## src/rtl/butterfly_dit_if.sv

```systemverilog
// butterfly_dit_if: sample/twiddle input bundle and result output bundle of the radix-2 DIT butterfly
interface butterfly_dit_if #(
  parameter int X_WIDTH   = 32,
  parameter int TF_WIDTH  = 24,
  parameter int TAG_WIDTH = 8
);
  logic                 x_nd;
  logic [X_WIDTH-1:0]   xa;
  logic [X_WIDTH-1:0]   xb;
  logic [TF_WIDTH-1:0]  tf;
  logic [TAG_WIDTH-1:0] tag_in;
  logic                 y_nd;
  logic [X_WIDTH-1:0]   ya;
  logic [X_WIDTH-1:0]   yb;
  logic [TAG_WIDTH-1:0] tag_out;
  logic                 overflow;
  modport master (
    output x_nd, xa, xb, tf, tag_in,
    input  y_nd, ya, yb, tag_out, overflow
  );
  modport slave (
    input  x_nd, xa, xb, tf, tag_in,
    output y_nd, ya, yb, tag_out, overflow
  );
endinterface

```

## src/rtl/butterfly_dit.sv

```systemverilog
// butterfly_dit: 4-stage pipelined radix-2 DIT butterfly, ya/yb=(xa+/-xb*W)/2 with floor and saturation
module butterfly_dit #(
  parameter int X_WIDTH   = 32,
  parameter int TF_WIDTH  = 24,
  parameter int TF_SHIFT  = 10,
  parameter int TAG_WIDTH = 8
) (
  input logic          clk,
  input logic          rst_n,
  butterfly_dit_if.slave bus
);
  localparam int XW = X_WIDTH / 2;
  localparam int TW = TF_WIDTH / 2;
  localparam int PW = XW + TW;
  localparam int SW = PW + 2;
  localparam logic signed [SW-1:0] HI = SW'(2 ** (XW - 1) - 1);
  localparam logic signed [SW-1:0] LO = ~HI;
  logic                        v1, v2, v3;
  logic [TAG_WIDTH-1:0]        t1, t2, t3;
  logic signed [XW-1:0]        ar1, ai1, br1, bi1, ar2, ai2, ar3, ai3;
  logic signed [TW-1:0]        wr1, wi1;
  logic signed [PW-1:0]        p_rr, p_ii, p_ri, p_ir;
  logic signed [PW:0]          m_re, m_im;
  logic signed [SW-1:0]        a_re, a_im;
  logic [XW:0]                 r_are, r_aim, r_bre, r_bim;
  // returns {saturated, clamped value}
  function automatic logic [XW:0] sat(input logic signed [SW-1:0] q);
    return (q > HI) ? {1'b1, HI[XW-1:0]} : (q < LO) ? {1'b1, LO[XW-1:0]} : {1'b0, q[XW-1:0]};
  endfunction
  always_comb begin
    a_re  = SW'(ar3) <<< TF_SHIFT;
    a_im  = SW'(ai3) <<< TF_SHIFT;
    r_are = sat((a_re + SW'(m_re)) >>> (TF_SHIFT + 1));
    r_aim = sat((a_im + SW'(m_im)) >>> (TF_SHIFT + 1));
    r_bre = sat((a_re - SW'(m_re)) >>> (TF_SHIFT + 1));
    r_bim = sat((a_im - SW'(m_im)) >>> (TF_SHIFT + 1));
  end
  always_ff @(posedge clk or negedge rst_n) begin
    if (!rst_n) begin
      {v1, v2, v3} <= '0;
      {t1, t2, t3} <= '0;
      {ar1, ai1, br1, bi1, ar2, ai2, ar3, ai3} <= '0;
      {wr1, wi1} <= '0;
      {p_rr, p_ii, p_ri, p_ir} <= '0;
      {m_re, m_im} <= '0;
      bus.y_nd     <= 1'b0;
      bus.ya       <= '0;
      bus.yb       <= '0;
      bus.tag_out  <= '0;
      bus.overflow <= 1'b0;
    end else begin
      v1   <= bus.x_nd;
      t1   <= bus.tag_in;
      ar1  <= bus.xa[X_WIDTH-1:XW];
      ai1  <= bus.xa[XW-1:0];
      br1  <= bus.xb[X_WIDTH-1:XW];
      bi1  <= bus.xb[XW-1:0];
      wr1  <= bus.tf[TF_WIDTH-1:TW];
      wi1  <= bus.tf[TW-1:0];
      v2   <= v1;
      t2   <= t1;
      ar2  <= ar1;
      ai2  <= ai1;
      p_rr <= PW'(br1) * PW'(wr1);
      p_ii <= PW'(bi1) * PW'(wi1);
      p_ri <= PW'(br1) * PW'(wi1);
      p_ir <= PW'(bi1) * PW'(wr1);
      v3   <= v2;
      t3   <= t2;
      ar3  <= ar2;
      ai3  <= ai2;
      m_re <= (PW+1)'(p_rr) - (PW+1)'(p_ii);
      m_im <= (PW+1)'(p_ri) + (PW+1)'(p_ir);
      bus.y_nd     <= v3;
      bus.overflow <= v3 & (r_are[XW] | r_aim[XW] | r_bre[XW] | r_bim[XW]);
      if (v3) begin
        bus.ya      <= {r_are[XW-1:0], r_aim[XW-1:0]};
        bus.yb      <= {r_bre[XW-1:0], r_bim[XW-1:0]};
        bus.tag_out <= t3;
      end
    end
  end
endmodule

```

## src/flat_wrapper.sv

```systemverilog
// flat-port wrapper written by rule: the top's interface ports become plain ports
module butterfly_dit_flat 
#(
  parameter int X_WIDTH   = 32,
  parameter int TF_WIDTH  = 24,
  parameter int TF_SHIFT  = 10,
  parameter int TAG_WIDTH = 8
)
  (clk, rst_n, bus_x_nd, bus_xa, bus_xb, bus_tf, bus_tag_in, bus_y_nd, bus_ya, bus_yb, bus_tag_out, bus_overflow);
  butterfly_dit_if #(.X_WIDTH(X_WIDTH), .TF_WIDTH(TF_WIDTH), .TAG_WIDTH(TAG_WIDTH)) bus_i ();
  input logic clk;
  input logic rst_n;
  input wire logic [$bits(bus_i.x_nd)-1:0] bus_x_nd;
  input wire logic [$bits(bus_i.xa)-1:0] bus_xa;
  input wire logic [$bits(bus_i.xb)-1:0] bus_xb;
  input wire logic [$bits(bus_i.tf)-1:0] bus_tf;
  input wire logic [$bits(bus_i.tag_in)-1:0] bus_tag_in;
  output wire logic [$bits(bus_i.y_nd)-1:0] bus_y_nd;
  output wire logic [$bits(bus_i.ya)-1:0] bus_ya;
  output wire logic [$bits(bus_i.yb)-1:0] bus_yb;
  output wire logic [$bits(bus_i.tag_out)-1:0] bus_tag_out;
  output wire logic [$bits(bus_i.overflow)-1:0] bus_overflow;
  assign bus_i.x_nd = bus_x_nd;
  assign bus_i.xa = bus_xa;
  assign bus_i.xb = bus_xb;
  assign bus_i.tf = bus_tf;
  assign bus_i.tag_in = bus_tag_in;
  assign bus_y_nd = bus_i.y_nd;
  assign bus_ya = bus_i.ya;
  assign bus_yb = bus_i.yb;
  assign bus_tag_out = bus_i.tag_out;
  assign bus_overflow = bus_i.overflow;
  butterfly_dit #(.X_WIDTH(X_WIDTH), .TF_WIDTH(TF_WIDTH), .TF_SHIFT(TF_SHIFT), .TAG_WIDTH(TAG_WIDTH)) u_core (.clk(clk), .rst_n(rst_n), .bus(bus_i));
endmodule
```

## config.mk

```make
export PLATFORM = sky130hd
export DESIGN_NAME = butterfly_dit_flat
export DESIGN_NICKNAME = d
export VERILOG_FILES = /design/src/rtl/butterfly_dit_if.sv /design/src/rtl/butterfly_dit.sv /design/src/flat_wrapper.sv
export SDC_FILE = /design/constraint.sdc
export NUM_CORES = 2
export LEC_CHECK = 0
export CAP_MARGIN = 20
export CORE_MARGIN = 2
export CORE_UTILIZATION = 65
export CTS_BUF_LIST = sky130_fd_sc_hd__clkbuf_8
export DETAILED_ROUTE_END_ITERATION = 10
export PLACE_DENSITY = 0.84
export SYNTH_ARGS = -nofsm -noshare
export SYNTH_HDL_FRONTEND = slang
export SYNTH_SLANG_ARGS = --single-unit
```

## constraint.sdc

```tcl
create_clock -name clk -period 7.1 [get_ports clk]
set_clock_uncertainty 0.05 [all_clocks]
set_input_delay 0.71 -clock clk [delete_from_list [all_inputs] [get_ports clk]]
set_output_delay 0.71 -clock clk [all_outputs]
set_load 0.01 [all_outputs]
```

==> impl_metrics.ini <==
[floorplanning]
dieArea_um2 = 71300
rows = 96
io_pins = 173
die_y_um = 267
core_area_um2 = 68600
start_util_pct = 65.6
dieWidth_um = 267

[timing]
hold_viol = 0
tightestPinTransition_ns = 1.04
drv_slew = 0
setup_viol = 0
rsz0062_at_grt = false
fmax_ghz = 0.147
fin_tns_setup_ns = 0
finalCritPeriodShare_pct = 95.7
post-route-min-period_ns = 6.79
relSlewSlack_pct = 30.9
whs_ns = 0.0738

[synth]
netlist_instances = 4596
ys_warn_count = 0
ys_ff_latch = 423
yosysTopAreaCellShare_pct = 31.9
yosysSeqAreaShare_pct = 23.5
synth_area_leader_cell = fa_1
synthFlopType = dfrtp_1
async_flop_share_pct = 100
synth_edf_count = 0
syn-cell-area_um2 = 45000
synth_top_cells_by_area = fa_1 (32%), dfrtp_1 (24%), ha_1 (10%)
yosys.cell_types.count = 90
avgSynthCellArea_um2 = 9.79
synth_nets = 5779

[place]
io_buffers = 172
dpl.hpwl_um = 82000
gp_congestion = 0.920

[detailed_routing]
drt-total-wl_um = 104000
vias_per_cell = 5.58
drc_errors = 0
via_count = 31967
drt_iter0_drc = 2225
avgRoutedWirePerCell_um = 18.2
antenna_left = 0
drt_pass1_iterations = 6

[clocking]
root_buffer = clkbuf_8
clkTransAtPathRegs_ns = 0.07
cts_inserted_buffers = 77
cts_sinks = 423
tritoncts = done
htree_levels = 3
hold_buffers = 0
clk_latency_ns = 0.70
cts_buffer_depth = 3

[global_route]
grt_usage_pct = 31.2
grt_overflow_total = 0
grt_pass1_wl_um = 174000
grt_max_degree = 175
antenna_found_initial = 8
grt_pass1_vias = 34932

[cells_and_area]
syn2layout_area_growth_pct = 9.95
final_net_count = 5920
final_common_cell = inv_1
final_cell_mix = inv_1 (961), fa_1 (716), nand2_1 (541)
drive_gt1_share_pct = 5.32
nFillCells = 4766

[critical_path]
startpoint_type = flip-flop
crit_type = reg -> reg
end_kind = flip-flop
cp.arrival_ns = 7.30
critPathMaxFanout = 24
required_ns = 7.61

[hold_path]
hold_class = in -> async

[run_status]
status = finished, final reports clean

[run]
drv_cap = 0
## cell type report
class / count / area (um2) / share of cell area, %
Antenna cell: 1 / 2.50 / 0.00506
Clock buffer: 91 / 1250 / 2.53
Clock inverter: 48 / 529 / 1.07
Inverter: 948 / 3560 / 7.20
Multi-Input combinational cell: 3048 / 30100 / 60.8
Sequential cell: 423 / 10600 / 21.4
Tap cell: 931 / 1160 / 2.36
Timing Repair Buffer: 239 / 2280 / 4.61
## repair_timing
item / in CTS / in global routing
buffers inserted: 0 / 0
resized for setup: 0 / 1
setup endpoints to repair: 0 / 1
## sequential cells by signal (all words and copies together) (netlist names), 28 cells and up
signal / count
u_core.m_re: 29
u_core.bus.ya: 32
u_core.p_ir: 28
u_core.bus.yb: 32
u_core.p_ii: 28
u_core.m_im: 29
u_core.p_ri: 28
u_core.p_rr: 28
## path summary, 6_finish.rpt
| path | start | end | slack (ns) | cells after the start |
|---|---|---|---|---|
| worst max-delay path | u_core.br1[4] | u_core.p_ri[27] | 0.31 | 20 |
| worst min-delay path | rst_n | u_core.bus.yb[4] | 0.07 | 1 |
| worst max register to register | u_core.br1[4] | u_core.p_ri[27] | 0.31 | 20 |
| worst min register to register | u_core.ai1[12] | u_core.ai2[12] | 0.28 | 0 |
| max in group asynchronous | rst_n | u_core.bi1[3] | 5.35 | 2 |
| min in group clk | u_core.ai1[12] | u_core.ai2[12] | 0.28 | 0 |
## logic make-up after synthesis
group	after synthesis	share of synthesized area, %
buffers and inverters	1125	9.60
flip-flops	423	23.5
adder cells (fa/ha/maj)	1084	42.1
XOR/XNOR	219	4.27
multiplexers	8	0.200
AO/OA/AOI/OAI	510	7.62
AND/OR/NAND/NOR	1227	12.7
## metrics by stage
| stage | utilization [%] | instances | instance area (um2) | setup WS [ns] |
|---|---|---|---|---|
| global placement | 69.5 | 5589 | 47700 | 0.754 |
| finish | 72.1 | 5729 | 49400 | 0.308 |
| detailed placement | 69.5 | 5589 | 47700 | 0.537 |
| CTS | 72.1 | 5728 | 49400 | 0.428 |
| floorplan | - | 4596 | 45000 | 1.30 |
| global route | 72.1 | 5729 | 49400 | 0.0277 |
## layer usage
metal / global-route usage (%) / routed length (um) / up-vias
met1: 38.8 / 39700 / 15988
met5: 0 / 71 / -
li1: - / - / 14270
met2: 52.0 / 50200 / 1323
met4: 16.3 / 5890 / 12
met3: 6.22 / 8460 / 374
## critical path, stage by stage, from the launching register on
cell	delay, ns
dfrtp_1	0.99
nand2_1	0.16
fa_1	0.51
inv_1	0.05
fa_1	0.55
fa_1	0.44
fa_1	0.49
inv_1	0.05
fa_1	0.47
inv_1	0.04
ha_1	0.33
a21o_1	0.22
a21o_1	0.22
o21ai_0	0.21
a21oi_1	0.14
o41ai_2	0.43
o21ai_0	0.28
o41a_1	0.40
a211oi_1	0.35
a21oi_1	0.15
xnor2_1	0.15
## synthesized netlist by cell type, types with 21 or more instances
library cell    n
a21o_1         56
a21oi_1       175
a21oi_2        21
and2_1        255
clkbuf_1      154
dfrtp_1       423
fa_1          716
ha_1          368
inv_1         945
nand2_1       541
nand2b_1       32
nand3_1        34
nor2_1        242
nor2b_1        21
nor3_1         34
o21ai_0        58
o21bai_1       23
o22a_1         23
xnor2_1       170
xor2_1         49
Power is not shown: default switching activity piles up to over one toggle a cycle in this logic, so the estimate is an artifact.
